$ cat src/rtl/trivium_pkg.sv
// trivium_pkg: state encoding and sizing constants shared by trivium_ctrl and its helpers.
package trivium_pkg;

  typedef enum logic [2:0] {
    ST_KEY,
    ST_IV,
    ST_LOAD,
    ST_WARM,
    ST_READY,
    ST_GEN,
    ST_WRITE,
    ST_PREF
  } state_t;

  localparam int KEY_W         = 80;
  localparam int IV_W          = 80;
  localparam int WARMUP_CYCLES = 1152;
  localparam int WARM_CNT_W    = 11;
  localparam int KS_BITS       = 8;

endpackage

$ cat src/rtl/trivium_byte_hold.sv
// trivium_byte_hold: one-byte parking slot for received bytes the sequencer cannot take yet.
module trivium_byte_hold (
  input  logic       clk,
  input  logic       rst_n,
  input  logic       i_store,
  input  logic       i_take,
  input  logic [7:0] i_data,
  output logic       o_full,
  output logic [7:0] o_data
);

  logic       r_full;
  logic [7:0] r_data;

  // A store is accepted when the slot is empty or is being emptied in the same cycle.
  always_ff @(posedge clk or negedge rst_n) begin
    if (!rst_n) begin
      r_full <= 1'b0;
      r_data <= '0;
    end else if (i_store && (!r_full || i_take)) begin
      r_full <= 1'b1;
      r_data <= i_data;
    end else if (i_take) begin
      r_full <= 1'b0;
    end
  end

  assign o_full = r_full;
  assign o_data = r_data;

endmodule

$ cat src/rtl/trivium_ctrl.sv
// trivium_ctrl: collects key/IV from UART bytes, warms up the Trivium core, then encrypts bytes into the TX FIFO.
// Define TRIVIUM_KS_PREFETCH_EN to pre-generate each keystream byte ahead of the next plaintext byte.
module trivium_ctrl #(
  parameter int KEY_BYTES     = trivium_pkg::KEY_W / 8,
  parameter int IV_BYTES      = trivium_pkg::IV_W / 8,
  parameter int WARMUP_CYCLES = trivium_pkg::WARMUP_CYCLES
) (
  input  logic                   clk,
  input  logic                   rst_n,
  input  logic [7:0]             rx_data,
  input  logic                   rx_valid,
  input  logic                   fifo_full,
  output logic                   fifo_wr_en,
  output logic [7:0]             fifo_wr_data,
  output logic [8*KEY_BYTES-1:0] triv_key,
  output logic [8*IV_BYTES-1:0]  triv_iv,
  output logic                   triv_load,
  output logic                   triv_step,
  input  logic                   triv_ks,
  output logic                   ready,
  output logic                   overrun
);

  import trivium_pkg::*;

  state_t                 r_state;
  state_t                 w_stateNext;
  logic [7:0]             r_byteCnt;
  logic [WARM_CNT_W-1:0]  r_cnt;
  logic [KS_BITS-1:0]     r_ks;
  logic [KS_BITS-1:0]     w_ksNext;
  logic [8*KEY_BYTES-1:0] r_key;
  logic [8*IV_BYTES-1:0]  r_iv;
  logic [7:0]             r_wrData;
  logic                   r_overrun;
`ifdef TRIVIUM_KS_PREFETCH_EN
  logic                   r_ksValid;
`else
  logic [7:0]             r_pt;
`endif

  logic       w_holdFull;
  logic [7:0] w_holdData;
  logic       w_readyOk;
  logic       w_take;
  logic       w_holdTake;
  logic       w_holdStore;
  logic       w_drop;
  logic       w_inKeyIv;
  logic       w_byteLast;
  logic       w_cntLast;
  logic [7:0] w_inByte;

`ifdef TRIVIUM_KS_PREFETCH_EN
  assign w_readyOk = (r_state == ST_READY) && r_ksValid;
`else
  assign w_readyOk = (r_state == ST_READY);
`endif

  // The hold slot is always served before a fresh byte so arrival order is preserved.
  assign w_inKeyIv   = (r_state == ST_KEY) || (r_state == ST_IV);
  assign w_take      = w_readyOk && (w_holdFull || rx_valid);
  assign w_holdTake  = w_readyOk && w_holdFull;
  assign w_holdStore = rx_valid && !w_inKeyIv && !(w_readyOk && !w_holdFull);
  assign w_drop      = w_holdStore && w_holdFull && !w_holdTake;
  assign w_inByte    = w_holdFull ? w_holdData : rx_data;

  assign w_byteLast = (r_state == ST_KEY) ? (r_byteCnt == 8'(KEY_BYTES - 1))
                                          : (r_byteCnt == 8'(IV_BYTES - 1));
  assign w_cntLast  = (r_state == ST_WARM) ? (r_cnt == WARM_CNT_W'(WARMUP_CYCLES - 1))
                                           : (r_cnt == WARM_CNT_W'(KS_BITS - 1));
  assign w_ksNext   = {triv_ks, r_ks[KS_BITS-1:1]};

  trivium_byte_hold u_hold (
    .clk     (clk),
    .rst_n   (rst_n),
    .i_store (w_holdStore),
    .i_take  (w_holdTake),
    .i_data  (rx_data),
    .o_full  (w_holdFull),
    .o_data  (w_holdData)
  );

  always_ff @(posedge clk or negedge rst_n) begin
    if (!rst_n) begin
      r_state <= ST_KEY;
    end else begin
      r_state <= w_stateNext;
    end
  end

  always_comb begin
    w_stateNext = r_state;
    triv_load   = 1'b0;
    triv_step   = 1'b0;
    ready       = 1'b0;
    fifo_wr_en  = 1'b0;
    unique case (r_state)
      ST_KEY: begin
        if (rx_valid && w_byteLast) w_stateNext = ST_IV;
      end
      ST_IV: begin
        if (rx_valid && w_byteLast) w_stateNext = ST_LOAD;
      end
      ST_LOAD: begin
        triv_load   = 1'b1;
        w_stateNext = ST_WARM;
      end
      ST_WARM: begin
        triv_step = 1'b1;
`ifdef TRIVIUM_KS_PREFETCH_EN
        if (w_cntLast) w_stateNext = ST_PREF;
`else
        if (w_cntLast) w_stateNext = ST_READY;
`endif
      end
      ST_READY: begin
        ready = 1'b1;
`ifdef TRIVIUM_KS_PREFETCH_EN
        if (w_take) w_stateNext = ST_WRITE;
`else
        if (w_take) w_stateNext = ST_GEN;
`endif
      end
      ST_GEN: begin
        triv_step = 1'b1;
        if (w_cntLast) w_stateNext = ST_WRITE;
      end
      ST_WRITE: begin
        if (!fifo_full) begin
          fifo_wr_en = 1'b1;
`ifdef TRIVIUM_KS_PREFETCH_EN
          w_stateNext = ST_PREF;
`else
          w_stateNext = ST_READY;
`endif
        end
      end
      ST_PREF: begin
`ifdef TRIVIUM_KS_PREFETCH_EN
        triv_step = 1'b1;
        if (w_cntLast) w_stateNext = ST_READY;
`else
        w_stateNext = ST_KEY;
`endif
      end
    endcase
  end

  // Key and IV shift in from the top so the first byte ends up in bits [7:0].
  always_ff @(posedge clk or negedge rst_n) begin
    if (!rst_n) begin
      r_byteCnt <= '0;
      r_cnt     <= '0;
      r_ks      <= '0;
      r_key     <= '0;
      r_iv      <= '0;
      r_wrData  <= '0;
      r_overrun <= 1'b0;
`ifdef TRIVIUM_KS_PREFETCH_EN
      r_ksValid <= 1'b0;
`else
      r_pt      <= '0;
`endif
    end else begin
      if (rx_valid && w_inKeyIv) begin
        r_byteCnt <= w_byteLast ? '0 : r_byteCnt + 1'b1;
      end
      if (rx_valid && (r_state == ST_KEY)) begin
        r_key <= {rx_data, r_key[8*KEY_BYTES-1:8]};
      end
      if (rx_valid && (r_state == ST_IV)) begin
        r_iv <= {rx_data, r_iv[8*IV_BYTES-1:8]};
      end
      if (triv_step) begin
        r_cnt <= w_cntLast ? '0 : r_cnt + 1'b1;
        r_ks  <= w_ksNext;
      end
      if (w_drop) begin
        r_overrun <= 1'b1;
      end
`ifdef TRIVIUM_KS_PREFETCH_EN
      if ((r_state == ST_PREF) && w_cntLast) begin
        r_ksValid <= 1'b1;
      end else if (w_take) begin
        r_ksValid <= 1'b0;
      end
      if (w_take) begin
        r_wrData <= w_inByte ^ r_ks;
      end
`else
      if (w_take) begin
        r_pt <= w_inByte;
      end
      if ((r_state == ST_GEN) && w_cntLast) begin
        r_wrData <= r_pt ^ w_ksNext;
      end
`endif
    end
  end

  assign triv_key     = r_key;
  assign triv_iv      = r_iv;
  assign fifo_wr_data = r_wrData;
  assign overrun      = r_overrun;

endmodule

$ cat config.mk
export PLATFORM = sky130hd
export DESIGN_NAME = trivium_ctrl
export DESIGN_NICKNAME = d
export VERILOG_FILES = /design/src/rtl/trivium_pkg.sv /design/src/rtl/trivium_byte_hold.sv /design/src/rtl/trivium_ctrl.sv
export SDC_FILE = /design/constraint.sdc
export NUM_CORES = 1
export LEC_CHECK = 0
export ABC_CLOCK_PERIOD_IN_PS = 3000
export BUFFER_PORTS_ARGS = -buffer_cell sky130_fd_sc_hd__buf_2
export CAP_MARGIN = 10
export CORE_UTILIZATION = 58
export DETAILED_ROUTE_END_ITERATION = 16
export GPL_TIMING_DRIVEN = 0
export PLACE_DENSITY = 0.84
export SKIP_CTS_REPAIR_TIMING = 1
export SYNTH_ARGS = -nofsm -noshare
export SYNTH_HDL_FRONTEND = slang
export SYNTH_SLANG_ARGS = --single-unit
$ cat constraint.sdc
create_clock -name clk -period 3 [get_ports clk]
set_input_delay 0.3 -clock clk [delete_from_list [all_inputs] [get_ports clk]]
set_output_delay 0.3 -clock clk [all_outputs]
set_load 0.01 [all_outputs]
==> metrics.txt, run 1 <==
DR pass1 iterations=4; Sink Count=215; met3 GRT Util=4.99%; Final Hold Vio Count=0; measured slew at the worst slew-check pin=0.873 ns; number of diodes=0; #FFs+latches synth=215; CP Launch Type=flip-flop; Reg clk slew, reported paths=0.06 ns; All-Layer GR Usage=23.4%; crit path max fanout=10; share of cells above drive strength 1=50.7%; IO buf count=184; Crit. Startpoint=r_state[0]; # rows=44; total grt overflow=0; routed vias=5527; Max-Cap Viols=0; CTS tree=built; hold endpoint=r_ks[7]; Slew HR=41.8%; crit-path cells=buf_2, buf_4, nand2_1, inv_1, clkbuf_1, buf_2; Worst Hold Class=primary input to flip-flop; unrepaired setup endpoints after global routing=false; Final Slew Violations=0; DRT Wirelength=18200 um; CP peak stage delay=0.39 ns; f_max=0.418 GHz; first-pass GRT wire length=27800 um; Worst setup EP type=output port; Detail Route Antenna Nets=0; CTS Buffer Depth=3; Critical Path Slowest Stage Cell=clkbuf_1; Synthesized Nets=610; DP Worst Slack=0.944 ns; warnings from Yosys=0; Final Setup Violations=0; Die X=124 um; H-tree depth=1; status=finished clean; reg2reg end=triv_key[76]; reg-to-reg startpoint=r_state[2]; LEAKAGE=5.48 nW; Avg WL per Cell=18.1 um; Root Driver=clkbuf_16; Detail Placement HPWL=12800 um; R2R Setup Slk=0.94 ns; Setup TNS=0 ns; NumNets Final=820; die span in y=124 um; GR Util met1=29.0%; Seq/Total Area, Yosys=62.2%; IO Pins=186; Clock Latency Late Sink=0.50 ns; Arr. time, crit path=2.09 ns; Cells after Synth=594; vias in the first global route=5474; routability congestion estimate=0.810; CORE AREA=14500 sq um; Pwr Density=919 nW/um^2; end-of-flow core utilization=72.5%; CTS buffer count=22; Final Worst Setup Slack=0.607 ns; synth unique cells=49; Final min period=2.39 ns; pin count of the biggest net entering global routing=118; met2 Resource Use GR=40.8%; most crowded layer after global routing=met2; VDD IR-drop max=714 uV; die footprint=15400 sq um; Initial DRC Count=261; mean post-synth cell area=14.6 sq um; initial antenna violation count=0; Vias per Instance=5.52; DRC viols=0; Cell Area, Synth=8660 sq um; period utilisation layout=79.8%; Worst EP required=2.70 ns; FF-to-FF path depth=6; Area Growth Syn to Fin=21.7%; worst clock skew=0.0242 ns; starting density of the core=59.6%; WS Path Type=flip-flop to output port; Hold Crit Start=triv_ks; hold-critical path depth=3; CP most frequent cell=buf_2
-- Yosys cell counts (all sizes together) --
master / n / area share (%)
nand2: 39 / 1.7
and3b: 1 / 0.10
a22oi: 1 / 0.25
nor4: 2 / 0.32
and2b: 1 / 0.087
nor2b: 3 / 0.22
o21bai: 1 / 0.087
xnor2: 9 / 0.91
clkbuf: 6 / 0.26
nor4b: 1 / 0.10
a21oi: 12 / 0.69
nor4bb: 1 / 0.12
buf: 23 / 1.8
xor2: 11 / 1.1
or3: 3 / 0.27
and3: 4 / 0.35
or4: 1 / 0.087
ha: 3 / 0.43
nand3b: 1 / 0.23
a21o: 3 / 0.26
o21ai: 5 / 0.29
a211oi: 1 / 0.087
o211ai: 2 / 0.17
o221ai: 1 / 0.10
mux2i: 8 / 0.93
dfrtp: 215 / 62
o31ai: 1 / 0.087
a31oi: 1 / 0.072
and4b: 1 / 0.12
inv: 5 / 0.22
a211o: 1 / 0.10
and4: 1 / 0.10
nor3b: 2 / 0.17
mux2: 177 / 23
nor3: 5 / 0.29
nor2: 23 / 1.1
a22o: 1 / 0.10
nand4: 6 / 0.43
nand3: 11 / 0.64
and2: 1 / 0.072
-- per-layer routing --
| layer | wire, um | share of wire (%) | vias to the layer above |
|---|---|---|---|
| met5 | 0 | 0 | - |
| met4 | 368 | 2.0 | 0 |
| met3 | 1120 | 6.2 | 32 |
| met2 | 9340 | 51 | 173 |
| met1 | 7320 | 40 | 2821 |
| li1 | - | - | 2501 |
-- per-stage QoR --
step                cells  hold slack (ns)  area, sq um  total power [mW]
finish               1002           0.0587        10500              9.68
global route         1002           0.0634        10500              10.2
CTS                  1001          -0.0673        10500              9.75
detailed placement    963            0.441         9840              7.18
global placement      962            0.461         9810              7.03
floorplan             594          0.00441         8660              5.97
-- layout make-up --
class / instances / area [sq um]
fill: 963 / 4000
clock buffer: 35 / 649
sequential: 215 / 5380
clock inverter: 3 / 26.3
tap: 184 / 230
multi-input combinational: 345 / 3080
buffer: 29 / 181
timing repair buffer: 186 / 968
inverter: 5 / 18.8
-- cells by family after synthesis --
| logic type | share of synthesized area, % |
|---|---|
| buf+inv | 2.31 |
| simple gates | 6.48 |
| mux | 24.3 |
| xor+xnor | 2.02 |
| flops | 62.2 |
| fa+ha+maj | 0.434 |
| compound gates | 2.30 |
-- state kept, by name (all words and copies together), names as in the netlist, 3 cells and up --
name	flops
fifo_wr_data	8
r_byteCnt	8
r_cnt	11
r_ks	7
r_pt	8
r_state	3
triv_iv	80
triv_key	80
u_hold.o_data	8
-- power breakdown --
group          internal, mW  switching [mW]
combinational          1.47            1.36
clock                  1.48            1.06
sequential             3.69           0.612
-- critical path: cells and delay by family (launching register included) --
family | cells | cell delay [ns]
buffers and inverters | 5 | 1.15
and+or+nand+nor | 1 | 0.15
DFF | 1 | 0.31
-- how the worst max path moves through the flow --
| stage | end | cells past startpoint | slack, ns |
|---|---|---|---|
| floorplan | fifo_wr_data[0] | 6 | 1.19 |
| global placement | triv_key[21] | 1 | -1.76 |
| detailed placement | triv_key[76] | 6 | 0.94 |
| CTS | triv_step | 6 | 0.59 |
| global route | triv_step | 6 | 0.40 |
| finish | triv_step | 6 | 0.61 |
-- layout by cell type, fill, tap and decap left out, drive strengths merged, types with 2 or more instances in the layout --
| cell | n |
|---|---|
| o211ai | 2 |
| a21oi | 12 |
| nand3 | 11 |
| dfrtp | 215 |
| or3 | 3 |
| nor2 | 23 |
| clkinv | 3 |
| buf | 208 |
| o21ai | 5 |
| inv | 5 |
| nand4 | 6 |
| xnor2 | 9 |
| nor2b | 3 |
| clkbuf | 41 |
| mux2i | 8 |
| and3 | 4 |
| mux2 | 177 |
| nor3 | 5 |
| nor4 | 2 |
| a21o | 3 |
| xor2 | 11 |
| ha | 3 |
| nor3b | 2 |
| nand2 | 39 |
Note: power is estimated with default switching activity, not from simulation.
==> inputs of run 2 (changes only) <==
--- a/config.mk
+++ b/config.mk
@@ -5,13 +5,13 @@
 export SDC_FILE = /design/constraint.sdc
 export NUM_CORES = 1
 export LEC_CHECK = 0
-export ABC_CLOCK_PERIOD_IN_PS = 3000
+export ABC_CLOCK_PERIOD_IN_PS = 2500
 export BUFFER_PORTS_ARGS = -buffer_cell sky130_fd_sc_hd__buf_2
 export CAP_MARGIN = 10
-export CORE_UTILIZATION = 58
+export CORE_UTILIZATION = 54
 export DETAILED_ROUTE_END_ITERATION = 16
 export GPL_TIMING_DRIVEN = 0
-export PLACE_DENSITY = 0.84
+export PLACE_DENSITY = 0.79
 export SKIP_CTS_REPAIR_TIMING = 1
 export SYNTH_ARGS = -nofsm -noshare
 export SYNTH_HDL_FRONTEND = slang
==> constraint.sdc (replaced) <==
create_clock -name clk -period 2.5 [get_ports clk]
set_input_delay 0.25 -clock clk [delete_from_list [all_inputs] [get_ports clk]]
set_output_delay 0.25 -clock clk [all_outputs]
set_load 0.01 [all_outputs]
==> metrics.txt, run 2 (same netlist as run 1, synthesis figures left out) <==
status=finished clean; hold-critical path depth=3 (unchanged); stages on the worst setup path=6 (unchanged); CTS tree=built; Final Worst Setup Slack=0.290 ns (-0.317 ns); Slew HR=53.8% (+12 points); total grt overflow=0 (unchanged); NumNets Final=820 (unchanged); first-pass GRT wire length=29600 um (+6.6%); CP Launch Type=flip-flop; crit-path cells=buf_2, nor2_1, nand2_1, nor2_2, buf_4, mux2_2; DR pass1 iterations=4 (unchanged); worst clock skew=0.0101 ns (-0.0141 ns); Sink Count=215 (unchanged); Final Slew Violations=0 (unchanged); IO buf count=184 (unchanged); Hold WS=0.00239 ns (-0.0564 ns); Area Growth Syn to Fin=23.0%; measured slew at the worst slew-check pin=0.693 ns (-0.180 ns); Max-Cap Viols=0 (unchanged); Final Hold Vio Count=0 (unchanged); CP peak stage delay=0.46 ns (+0.07 ns); Initial DRC Count=204 (-22%); Worst Hold Class=primary input to flip-flop; die span in y=129 um (+3.6%); All-Layer GR Usage=22.9% (-0.42 points); Clock Latency Late Sink=0.50 ns (about the same); routability congestion estimate=0.860 (+6.2%); VDD IR-drop max=826 uV (+16%); multi-input combinational cell area=3080 sq um (unchanged); Final Setup Violations=0 (unchanged); Reg clk slew, reported paths=0.06 ns (about the same); H-tree depth=1 (unchanged); Detail Placement HPWL=13000 um (+1.5%); die footprint=16500 sq um (+7.3%); Pwr Density=1120 nW/um^2 (+22%); LEAKAGE=5.51 nW (+0.62%); CORE AREA=15400 sq um (+6.1%); Detail Route Antenna Nets=0 (unchanged); CTS Buffer Depth=3 (unchanged); period utilisation layout=88.4%; Worst EP required=2.88 ns (+0.18 ns); Critical Path Slowest Stage Cell=nor2_2; FF-to-FF path depth=6 (unchanged); pin count of the biggest net entering global routing=130 (+10%); CTS buffer count=22 (unchanged); DRC viols=0 (unchanged); f_max=0.452 GHz; share of cells above drive strength 1=51.2% (+0.43 points); register area=5380 sq um (unchanged); Worst setup EP type=flip-flop; Placed Area=9910 sq um (+0.62%); CP delay by family, top=simple AND/OR/NAND/NOR gates; number of diodes=0 (unchanged); Arr. time, crit path=2.59 ns (+0.50 ns); Setup TNS=0 ns (unchanged); Die X=129 um (+3.6%); most frequent cells in the layout=dfrtp_1, buf_2, mux2_2; unrepaired setup endpoints after global routing=false; starting density of the core=56.1% (-3.4 points); R2R Setup Slk=0.29 ns (-0.65 ns); DRT Wirelength=18300 um (+0.64%); Avg WL per Cell=17.8 um (-1.9%); most common cell after layout, fill and taps aside=dfrtp_1; end-of-flow core utilization=69.0% (-3.4 points); # rows=45 (+2.3%); Bufs and invs on worst path=2 (-3); IO Pins=186 (unchanged); WS Path Type=flip-flop to flip-flop; crit path max fanout=10 (unchanged); Root Driver=clkbuf_16; routed vias=5489 (-0.69%); Final min period=2.21 ns; Fillers=1092 (+13%); initial antenna violation count=0 (unchanged); post-route design area=10700 sq um (+1.1%); vias in the first global route=5695 (+4.0%); DP Worst Slack=0.319 ns (-0.625 ns); Vias per Instance=5.34 (-3.2%)
run 2: cell count changes in the layout (fill, tap and decap cells not counted), moves of 2 or more:
cell	before	now
clkbuf_1	14	10
clkinv_2	2	0
clkinvlp_4	0	2
bufinv_16	0	2
run 2: layer usage:
| metal | vias to the layer above | wire length [um] | track usage [%] | part of all wire (%) |
|---|---|---|---|---|
| met3 | 34 | 1100 | 5.07 | 6.0 |
| met5 | - | 0 | 0 | 0 |
| li1 | 2509 | - | - | - |
| met4 | 0 | 442 | 7.54 | 2.4 |
| met1 | 2784 | 7730 | 29.2 | 42 |
| met2 | 162 | 8990 | 39.1 | 49 |
run 2: path summary, 6_finish.rpt:
| path | from | endpoint |
|---|---|---|
| max | r_state[2] | triv_key[75] |
| min | triv_ks | r_ks[7] |
| max reg2reg | r_state[2] | triv_key[75] |
| min reg2reg | triv_iv[3] | triv_iv[3] |
| max in group asynchronous | rst_n | triv_key[42] |
| min in group asynchronous | rst_n | triv_iv[1] |
run 2: area by class of cell:
type                    count  area share [%]
flip-flops and latches    215            50.5
clock buffers              33            6.23
plain buffers              28            1.67
repair buffers            187            9.35
multi-input cells         345            28.9
clock inverters             4           0.705
well taps                 211            2.48
inverters                   5           0.176
run 2: power breakdown:
part,switching (mW),internal [mW]
clock,1.29,2.03
sequential,0.735,4.43
combinational,1.65,1.77
total,3.67,8.23
run 2: stage by stage:
| step | cells | total power [mW] |
|---|---|---|
| 4_1_cts | 1028 | 12.0 |
| 5_1_grt | 1028 | 12.5 |
| 3_3_place_gp | 989 | 8.46 |
| 6_report | 1028 | 11.9 |
| 3_5_place_dp | 991 | 8.65 |
| 2_1_floorplan | 594 | 7.17 |
run 2: worst min-delay path: cells and delay by family:
kind	cells	cell delay, ns
simple gates	2	0.11
buf+inv	1	0.10
